--- src/rtl/pipe_ctrl_unit.sv ---
// pipe_ctrl_unit: pipelined PCPU control with hazard/forwarding/halt; PIPE_CTRL_FWD_EN enables EX forwarding
module pipe_ctrl_unit #(
  parameter int REG_AW = 5,
  parameter int RA_IDX = 31
) (
  input  logic              clk,
  input  logic              rstn,
  input  logic [31:0]       id_instr,
  input  logic              id_valid,
  input  logic              ex_redirect,
  input  logic              ext_stall,
  output logic [3:0]        id_npc_op,
  output logic [13:0]       ex_ctrl,
  output logic [5:0]        mem_ctrl,
  output logic [3:0]        wb_ctrl,
  output logic [REG_AW-1:0] wb_dest,
  output logic [1:0]        fwd_a,
  output logic [1:0]        fwd_b,
  output logic              pc_hold,
  output logic              flush_ifid,
  output logic              halt
);
  localparam logic [3:0] NPC_PLUS4 = 4'd0, NPC_BEQ = 4'd1, NPC_BLTZ = 4'd5, NPC_BGEZ = 4'd6,
                         NPC_JUMP = 4'd7, NPC_JR = 4'd8, NPC_NOP = 4'd15;
  localparam logic [5:0] ALU_NOP = 6'd0, ALU_ADD = 6'd1, ALU_SUB = 6'd2, ALU_AND = 6'd3, ALU_OR = 6'd4,
                         ALU_XOR = 6'd5, ALU_NOR = 6'd6, ALU_SLT = 6'd7, ALU_SLTU = 6'd8, ALU_SLL = 6'd9,
                         ALU_SRL = 6'd10, ALU_SRA = 6'd11, ALU_SLLV = 6'd12, ALU_SRLV = 6'd13,
                         ALU_SRAV = 6'd14, ALU_LUI = 6'd15, ALU_ADDU = 6'd16, ALU_SUBU = 6'd17;
  localparam logic [1:0] EXT_ZERO = 2'd0, EXT_SIGN = 2'd1;
  localparam logic [1:0] RD_RT = 2'd0, RD_RD = 2'd1, RD_RA = 2'd2;
  localparam logic [1:0] DMWR_NOP = 2'd0, DMWR_SB = 2'd1, DMWR_SH = 2'd2, DMWR_SW = 2'd3;
  localparam logic [2:0] DMRE_NOP = 3'd0, DMRE_LB = 3'd1, DMRE_LBU = 3'd2, DMRE_LH = 3'd3,
                         DMRE_LHU = 3'd4, DMRE_LW = 3'd5;
  localparam logic [1:0] TO_ALU = 2'd0, TO_DM = 2'd1, TO_PC = 2'd2;

  typedef struct packed {
    logic [5:0]        aluop;
    logic              alusrc;
    logic              alusrc0;
    logic [1:0]        extop;
    logic              npcregrs;
    logic [1:0]        regdst;
    logic [1:0]        dmwr;
    logic [2:0]        dmre;
    logic [1:0]        toreg;
    logic              rfwr;
    logic              illegal;
    logic [REG_AW-1:0] dest;
`ifdef PIPE_CTRL_FWD_EN
    logic [REG_AW-1:0] rs;
    logic [REG_AW-1:0] rt;
`endif
    logic              valid;
  } ex_t;

  typedef struct packed {
    logic [1:0]        dmwr;
    logic [2:0]        dmre;
    logic [1:0]        toreg;
    logic              rfwr;
    logic              illegal;
    logic [REG_AW-1:0] dest;
    logic              valid;
  } mem_t;

  typedef struct packed {
    logic [1:0]        toreg;
    logic              rfwr;
    logic              illegal;
    logic [REG_AW-1:0] dest;
    logic              valid;
  } wb_t;

  logic [5:0]        op, funct;
  logic [REG_AW-1:0] rs, rt, rd;
  logic              shamt_shift, use_rs, use_rt, hazard, ex_wr, mem_wr;
  logic [3:0]        npc;
  ex_t               id_d, ex, ex_n;
  mem_t              mem, mem_n;
  wb_t               wb, wb_n;
  logic              unused_shamt;

  assign op           = id_instr[31:26];
  assign funct        = id_instr[5:0];
  assign rs           = id_instr[21 +: REG_AW];
  assign rt           = id_instr[16 +: REG_AW];
  assign rd           = id_instr[11 +: REG_AW];
  assign unused_shamt = ^id_instr[10:6];
  assign shamt_shift  = op == 6'h00 && funct[5:2] == 4'd0 && funct[1:0] != 2'b01;
  assign use_rs       = id_valid && !(op == 6'h02 || op == 6'h03 || op == 6'h0F || shamt_shift);
  assign use_rt       = id_valid && (op == 6'h00 || op == 6'h04 || op == 6'h05 ||
                                     op == 6'h28 || op == 6'h29 || op == 6'h2B);

  always_comb begin
    id_d       = '0;
    id_d.valid = 1'b1;
    npc        = NPC_PLUS4;
    case (op)
      6'h00: begin
        id_d.regdst  = RD_RD;
        id_d.rfwr    = 1'b1;
        id_d.alusrc0 = shamt_shift;
        case (funct)
          6'h00: id_d.aluop = ALU_SLL;
          6'h02: id_d.aluop = ALU_SRL;
          6'h03: id_d.aluop = ALU_SRA;
          6'h04: id_d.aluop = ALU_SLLV;
          6'h06: id_d.aluop = ALU_SRLV;
          6'h07: id_d.aluop = ALU_SRAV;
          6'h08: begin npc = NPC_JR; id_d.npcregrs = 1'b1; id_d.rfwr = 1'b0; end
          6'h09: begin npc = NPC_JR; id_d.npcregrs = 1'b1; id_d.regdst = RD_RA; id_d.toreg = TO_PC; end
          6'h20: id_d.aluop = ALU_ADD;
          6'h21: id_d.aluop = ALU_ADDU;
          6'h22: id_d.aluop = ALU_SUB;
          6'h23: id_d.aluop = ALU_SUBU;
          6'h24: id_d.aluop = ALU_AND;
          6'h25: id_d.aluop = ALU_OR;
          6'h26: id_d.aluop = ALU_XOR;
          6'h27: id_d.aluop = ALU_NOR;
          6'h2A: id_d.aluop = ALU_SLT;
          6'h2B: id_d.aluop = ALU_SLTU;
          default: id_d.rfwr = 1'b0;
        endcase
      end
      6'h01: begin
        npc         = id_instr[20:16] == 5'd0 ? NPC_BLTZ : NPC_BGEZ;
        id_d.aluop  = ALU_SUB;
        id_d.extop  = EXT_SIGN;
      end
      6'h02: npc = NPC_JUMP;
      6'h03: begin npc = NPC_JUMP; id_d.regdst = RD_RA; id_d.toreg = TO_PC; id_d.rfwr = 1'b1; end
      6'h04, 6'h05, 6'h06, 6'h07: begin
        npc        = NPC_BEQ + {2'b00, op[1:0]};
        id_d.aluop = ALU_SUB;
        id_d.extop = EXT_SIGN;
      end
      6'h08, 6'h09, 6'h0A, 6'h0B, 6'h0C, 6'h0D, 6'h0E, 6'h0F: begin
        id_d.alusrc = 1'b1;
        id_d.rfwr   = 1'b1;
        id_d.extop  = op[2] ? EXT_ZERO : EXT_SIGN;
        case (op[2:0])
          3'd0: id_d.aluop = ALU_ADD;
          3'd1: id_d.aluop = ALU_ADDU;
          3'd2: id_d.aluop = ALU_SLT;
          3'd3: id_d.aluop = ALU_SLTU;
          3'd4: id_d.aluop = ALU_AND;
          3'd5: id_d.aluop = ALU_OR;
          3'd6: id_d.aluop = ALU_XOR;
          default: id_d.aluop = ALU_LUI;
        endcase
      end
      6'h20, 6'h21, 6'h23, 6'h24, 6'h25: begin
        id_d.aluop  = ALU_ADD;
        id_d.alusrc = 1'b1;
        id_d.extop  = EXT_SIGN;
        id_d.toreg  = TO_DM;
        id_d.rfwr   = 1'b1;
        id_d.dmre   = op[2:0] == 3'd0 ? DMRE_LB : op[2:0] == 3'd1 ? DMRE_LH :
                      op[2:0] == 3'd3 ? DMRE_LW : op[2:0] == 3'd4 ? DMRE_LBU : DMRE_LHU;
      end
      6'h28, 6'h29, 6'h2B: begin
        id_d.aluop  = ALU_ADD;
        id_d.alusrc = 1'b1;
        id_d.extop  = EXT_SIGN;
        id_d.dmwr   = op[1:0] == 2'd0 ? DMWR_SB : op[1:0] == 2'd1 ? DMWR_SH : DMWR_SW;
      end
      default: begin npc = NPC_NOP; id_d.illegal = 1'b1; end
    endcase
    id_d.dest = id_d.regdst == RD_RD ? rd : id_d.regdst == RD_RA ? REG_AW'(RA_IDX) : rt;
`ifdef PIPE_CTRL_FWD_EN
    id_d.rs = rs;
    id_d.rt = rt;
`endif
  end

  assign ex_wr  = ex.valid && ex.rfwr && ex.dest != '0;
  assign mem_wr = mem.valid && mem.rfwr && mem.dest != '0;

`ifdef PIPE_CTRL_FWD_EN
  logic wb_wr;
  assign wb_wr  = wb.valid && wb.rfwr && wb.dest != '0;
  assign hazard = ex_wr && ex.dmre != DMRE_NOP &&
                  ((use_rs && rs == ex.dest) || (use_rt && rt == ex.dest));
  assign fwd_a  = mem_wr && mem.dest == ex.rs ? 2'b10 : wb_wr && wb.dest == ex.rs ? 2'b01 : 2'b00;
  assign fwd_b  = mem_wr && mem.dest == ex.rt ? 2'b10 : wb_wr && wb.dest == ex.rt ? 2'b01 : 2'b00;
`else
  // Without forwarding the regfile's write-first bypass covers WB, so only EX/MEM writers stall ID
  assign hazard = (use_rs && ((ex_wr && rs == ex.dest) || (mem_wr && rs == mem.dest))) ||
                  (use_rt && ((ex_wr && rt == ex.dest) || (mem_wr && rt == mem.dest)));
  assign fwd_a  = 2'b00;
  assign fwd_b  = 2'b00;
`endif

  always_comb begin
    ex_n  = halt || ex_redirect || hazard || !id_valid ? '0 : id_d;
    mem_n = halt ? '0 : {ex.dmwr, ex.dmre, ex.toreg, ex.rfwr, ex.illegal, ex.dest, ex.valid};
    wb_n  = halt ? '0 : {mem.toreg, mem.rfwr, mem.illegal, mem.dest, mem.valid};
  end

  always_ff @(posedge clk) begin
    if (!rstn) begin
      ex  <= '0;
      mem <= '0;
      wb  <= '0;
    end else if (!ext_stall) begin
      ex  <= ex_n;
      mem <= mem_n;
      wb  <= wb_n;
    end
  end

  always_ff @(posedge clk) begin
    if (!rstn) halt <= 1'b0;
    else halt <= halt || (wb.valid && wb.illegal);
  end

  assign id_npc_op  = id_valid ? npc : NPC_PLUS4;
  assign ex_ctrl    = {ex.aluop, ex.alusrc, ex.alusrc0, ex.extop, ex.npcregrs, ex.regdst, ex.valid};
  assign mem_ctrl   = {mem.dmwr, mem.dmre, mem.valid};
  assign wb_ctrl    = {wb.toreg, wb.rfwr && wb.valid, wb.valid};
  assign wb_dest    = wb.dest;
  assign pc_hold    = ext_stall || halt || (hazard && !ex_redirect);
  assign flush_ifid = ex_redirect && !ext_stall;
endmodule

--- config.mk ---
export PLATFORM = sky130hd
export DESIGN_NAME = pipe_ctrl_unit
export DESIGN_NICKNAME = d
export VERILOG_FILES = /design/src/rtl/pipe_ctrl_unit.sv
export SDC_FILE = /design/constraint.sdc
export NUM_CORES = 1
export LEC_CHECK = 0
export BUFFER_PORTS_ARGS = -buffer_cell sky130_fd_sc_hd__clkbuf_2
export CAP_MARGIN = 20
export CORE_MARGIN = 3
export CORE_UTILIZATION = 40
export CTS_BUF_LIST = sky130_fd_sc_hd__clkbuf_8 sky130_fd_sc_hd__clkbuf_16
export DETAILED_ROUTE_END_ITERATION = 7
export GPL_ROUTABILITY_DRIVEN = 0
export MAX_ROUTING_LAYER = met4
export SKIP_LAST_GASP = 1
export SYNTH_ARGS = -nofsm -noshare
export SYNTH_HDL_FRONTEND = slang
export SYNTH_SLANG_ARGS = --single-unit
--- constraint.sdc ---
create_clock -name clk -period 3.7 [get_ports clk]
set_clock_uncertainty 0.1 [all_clocks]
set_input_delay 0.185 -clock clk [delete_from_list [all_inputs] [get_ports clk]]
set_output_delay 0.185 -clock clk [all_outputs]
set_load 0.01 [all_outputs]
==> results.toml, run 1 <==
[floorplan]
die_y_um = 97.97
die_w_um = 97.97
dieArea_um2 = 9597
core_um2 = 7968
start_util = 0.4246
pin_count = 77
num_rows = 32

[run_status]
status = "completed"

[final_layout]
final_common_cell = "clkbuf_2"
utilization = 0.4523
layout_common_cells = "clkbuf_2 (65), dfxtp_1 (52), a21oi_1 (41)"
antenna_cells = 0
syn_to_final_growth_pct = 6.509
fin_area_um2 = 3603
drive_gt1_frac = 0.1939
final_nets = 465

[timing]
worst_pin_slew_ns = 0.9396
fin_tns_setup_ns = 0
setup_viol = 0
finalMaxSlewViolations = 0
rsz0062_at_grt = "no"
hold_viol_final = 0
period_minus_slack_ns = 2.719
period_share = 0.7349
fin_ws_ns = 0.9809
relSlewSlack = 0.3736
fmax_mhz = 367.8

[critical_path]
cp-end-kind = "primary output"
crit_slowest_cell = "or4_4"
worstRegToRegCells = 7
critical_path_required_ns = 3.41
crit_chain = "clkbuf_2, inv_1, ha_1, or4_4, and2_1, o21ai_0, nand2_1, o21ai_0, o21a_1, clkbuf_2"
r2r_end = "ex_ctrl[3]$_SDFFE_PN0N_"
startpoint = "id_instr[26]"
worstPathMaxFanout = 13
crit_type = "in -> out"
r2r_slack_ns = 1.28
r2r-start = "mem[1]$_SDFFE_PN0N_"
crit_arrival_ns = 2.43
startpoint_type = "input port"
slowest_delay_ns = 0.62

[grt]
grt_antenna_before_repair = 0
grt_max_degree = 53
grtUsageTotal = 0.1801
grt_pass1_wl_mm = 14.13
grt_pass1_vias = 2795
overflow = 0

[logic_synthesis]
asyncSetResetFlopFracSynth = 0
synth_area_per_cell_um2 = 8.374
yosysSeqAreaShare = 0.3077
synthTopCellsByArea = "dfxtp_1 (31%), buf_4 (7.1%), nor2b_1 (6.1%)"
synth_top_cell_by_area = "dfxtp_1"
syn_inst = 404
synth_area_um2 = 3383
synth_top_area_frac = 0.3077
synth-edff-count = 0
ys.flop_type = "dfxtp_1"
synth_cell_type_count = 53
synth_seq_cells = 52
synth_warnings = 0

[place]
place_area_um2 = 3496
place_hpwl_mm = 6.154
pre_cts_slack_ns = 0.9757
io_buffers = 65

[clocking]
cts_buffers = 5
cts_resized = 0
clk-insertion-delay-late_ns = 0.31
clock-sinks = 52
post-cts-setup-buffers = 0
postCtsHoldBufs = 0
htreeDepth = 2
cts_tree = "built"
clk_pin_slew_ns = 0.10
clockBufferDepth = 2
cts_root_buf = "clkbuf_8"

[hold_path]
min_delay_path_depth = 3
hold_start = "id_instr[4]"
min_to = "ex_ctrl[3]$_SDFFE_PN0N_"
hold_path.class = "in -> reg"

[power_and_ir_drop]
powerDensity_nw_per_um2 = 312.3
p_total_mw = 1.125
max-vdd-ir-drop_uv = 148.1
cellLeakagePower_nw = 1.391

[routing]
drtAntennaViolNets = 0
drt-initial-drc-count = 246
drtPass1Iterations = 5
drc = 0
avgViaCountPerCell = 5.630
avgRoutedWirePerCell_um = 16.24
routed_wl_mm = 8.527
dr_total_vias = 2956

[flow_run]
max-cap-violations = 0
[report_power, final]
| part | switching [mW] | internal (mW) |
|---|---|---|
| Clock | 0.184 | 0.198 |
| Sequential | 0.00577 | 0.564 |
| Combinational | 0.106 | 0.0669 |
[worst max path at each step]
stage	endpoint	cells after the start
global placement	id_npc_op[2]	10
CTS	pc_hold	7
floorplan	id_npc_op[0]	8
detailed placement	id_npc_op[0]	10
finish	id_npc_op[0]	10
global route	pc_hold	8
[per-layer routing]
metal | track usage | part of all wire
met5 | - | 0
met4 | 0.04792 | 0.011
met3 | 0.03286 | 0.053
met2 | 0.2728 | 0.45
met1 | 0.2472 | 0.48
[worst max-delay path: cells and delay by family]
kind | cells | cell delay, ns
simple gates | 3 | 0.88
compound gates | 3 | 0.63
buf+inv | 3 | 0.37
fa+ha+maj | 1 | 0.36
[flip-flops by register name, indices dropped and copies added, names as in the netlist]
name      flops
ex           14
wb            2
mem           9
mem_ctrl      6
halt          1
wb_ctrl       3
ex_ctrl      12
wb_dest       5
[cells by family (layout without fill, tap and decap cells)]
group	after synthesis	in the layout	share of synthesized area
simple gates	140	140	0.2570
xor+xnor	22	22	0.05695
fa+ha+maj	6	6	0.02219
flops	52	52	0.3077
buf+inv	68	82	0.1206
mux	1	1	0.002959
compound gates	114	114	0.2315
other cells	1	6	0.001108
[metrics by stage]
step / cells / hold WS (ns)
finish: 525 / 0.2160
global route: 525 / 0.2156
CTS: 525 / 0.2123
detailed placement: 517 / 0.3606
global placement: 517 / 0.3550
floorplan: 409 / 0.3339
[cell type report]
class                   instances  area, um^2
clock inverters                 3       38.79
fillers                       800        4364
multi-input cells             289        1953
clock buffers                   5       68.82
well taps                     102       127.6
flip-flops and latches         52        1041
inverters                       5       18.77
repair buffers                 69       355.3
[Yosys cell counts (3+ instances only)]
cell and number:
inv_1 5, o21ai_0 12, nor2_1 16, nor4_1 5, xnor2_1 8, or4_1 4
ha_1 6, nor2b_1 33, nand3_1 7, o21a_1 4, xor2_1 14, a21oi_1 41
dfxtp_1 52, nor3b_1 26, o22ai_1 5, nor3_1 8, o211ai_1 3, buf_4 32
a22o_1 10, buf_6 4, and2_1 7, nand2b_1 11, a32o_1 16, o31ai_1 5
clkbuf_1 23, nand2_1 12
No activity file was read; power rests on OpenSTA's default activity.
==> run 2: changes to the inputs <==
- ABC_AREA: not set -> 1
- clock period: 3.7 -> 2.6 ns (I/O delays scaled with it)
==> run 2 against run 1 <==
Clock power grew 75%. Register-to-register slack got worse by 0.52 ns. Clock-buffer cell count did not move. Synthesized cell count grew 41%. Non-clock buffer count did not move. Die area increased by 7.9%. Critical path depth is 4 higher. Global-route usage barely moved. Cell area grew 9.1%. Highest routed layer unchanged.
==> results.toml, run 2 <==
[timing]
relSlewSlack = 0.4188
rsz0062_at_grt = "no"
finalMaxSlewViolations = 0
period_share = 0.8549
period_minus_slack_ns = 2.223
fmax_mhz = 449.9
holdWs_ns = 0.1061
fin_tns_setup_ns = 0
hold_viol_final = 0
worst_pin_slew_ns = 0.8665
setup_viol = 0

[final_layout]
regMostFlops = "ex"
fin_area_um2 = 3933
layout_common_cells = "nand2_1 (168), clkbuf_2 (65), a21oi_1 (58)"
largest_reg_flops = 14
final_common_cell = "nand2_1"
syn_to_final_growth_pct = 7.233
drive_gt1_frac = 0.1832
antenna_cells = 0
final_nets = 637
utilization = 0.4466

[critical_path]
startpoint_type = "input port"
worstRegToRegCells = 10
crit_chain = "clkbuf_2, inv_1, ha_1, nor2_1, nor2_1, nand2_2, nand2_2, nor2_2, o21ai_2, nand2_4, nand2_1, nand3_1, nand2_1, clkbuf_2"
critical_path_required_ns = 2.37
crit_slowest_cell = "ha_1"
slowest_delay_ns = 0.44
worstPathMaxFanout = 25
crit_arrival_ns = 1.99
crit_type = "in -> out"
cp-end-kind = "primary output"

[logic_synthesis]
ys.flop_type = "dfxtp_1"
synth-edff-count = 0
synth_seq_cells = 52
synth_top_area_frac = 0.2839
synth_area_um2 = 3667
synth_warnings = 0
syn_inst = 568
asyncSetResetFlopFracSynth = 0
yosysSeqAreaShare = 0.2839
synthTopCellsByArea = "dfxtp_1 (28%), nand2_1 (17%), a21oi_1 (7.9%)"
synth_area_per_cell_um2 = 6.456
synth_common_cells = "nand2_1 (168), a21oi_1 (58), dfxtp_1 (52), nor2_1 (52), nand3_1 (47)"
synth_cell_type_count = 39
yosysMostFrequentCell = "nand2_1"
synth_top_cell_by_area = "dfxtp_1"

[flow_run]
max-cap-violations = 0

[place]
place_area_um2 = 3795
io_buffers = 65
place_hpwl_mm = 6.882

[grt]
grt_pass1_wl_mm = 14.77
overflow = 0
grt_pass1_vias = 3225
grt_antenna_before_repair = 0
grt_max_degree = 42
grtUsageTotal = 0.1798

[clocking]
clockBufferDepth = 2
cts_tree = "built"
clock-sinks = 52
clk_pin_slew_ns = 0.10
cts_root_buf = "clkbuf_8"
cts_resized = 0
cts_buffers = 5
post-cts-setup-buffers = 0
postCtsHoldBufs = 0
htreeDepth = 2
clk-insertion-delay-late_ns = 0.31

[routing]
routed_wl_mm = 8.911
drt-initial-drc-count = 120
drc = 0
avgViaCountPerCell = 5.038
drtPass1Iterations = 4
avgRoutedWirePerCell_um = 12.68
dr_total_vias = 3542
drtAntennaViolNets = 0

[hold_path]
min_delay_path_depth = 5
hold_path.class = "in -> reg"

[floorplan]
core_um2 = 8806
die_w_um = 101.8
dieArea_um2 = 10350
die_y_um = 101.8
start_util = 0.4165
num_rows = 34
pin_count = 77

[power_and_ir_drop]
powerDensity_nw_per_um2 = 447.0
cellLeakagePower_nw = 1.845
max-vdd-ir-drop_uv = 208.5
p_total_mw = 1.758

[run_status]
status = "completed"
[run 2: cell type report]
type / instances / area (um^2)
flip-flops and latches: 52 / 1041
clock buffers: 5 / 68.82
repair buffers: 69 / 355.3
inverters: 40 / 153.9
multi-input cells: 426 / 2110
fillers: 980 / 4873
clock inverters: 3 / 68.82
well taps: 108 / 135.1
[run 2: path summary, 6_finish.rpt]
path                            slack [ns]                start                  endpoint
worst max-delay path                  0.38         id_instr[26]                   pc_hold
worst max register to register        0.76  mem[2]$_SDFFE_PN0N_        ex[7]$_SDFFE_PN0N_
worst min register to register        0.35  ex[13]$_SDFFE_PN0N_  mem_ctrl[4]$_SDFFE_PN0N_
worst min-delay path                  0.11         id_instr[14]        ex[4]$_SDFFE_PN0N_
[run 2: power by group]
part	leakage, nW	internal, mW	switching, mW
logic	1.36	0.0916	0.188
clock network	0.0687	0.387	0.280
registers	0.419	0.803	0.00766
total	1.84	1.28	0.475
[run 2: per-layer routing]
metal	track usage	share of wire	vias to the layer above	routed length, um
met4	0.04806	0.014	0	121
met5	-	0	-	0
li1	-	-	1855	-
met1	0.2470	0.50	1602	4415
met3	0.02066	0.041	9	367
met2	0.2797	0.45	76	4007
[run 2: critical path, delay by kind of cell]
kind / cells / cell delay, ns
adders and majority gates: 1 / 0.44
buffers and inverters: 3 / 0.39
AOI/OAI and AO/OA: 1 / 0.08
and+or+nand+nor: 9 / 0.97
[run 2: through the flow]
stage / instances / setup slack (ns)
2_1_floorplan: 573 / 0.9540
3_3_place_gp: 695 / 0.3978
3_5_place_dp: 695 / 0.3782
4_1_cts: 703 / 0.3792
5_1_grt: 703 / 0.09711
6_report: 703 / 0.3774
[run 2: cell families after synthesis]
logic type / Yosys count / share of synthesized area
flops: 52 / 0.2839
other cells: 1 / 0.001023
fa+ha+maj: 6 / 0.02047
xor+xnor: 19 / 0.04538
simple gates: 322 / 0.3954
buf+inv: 95 / 0.1484
compound gates: 73 / 0.1054
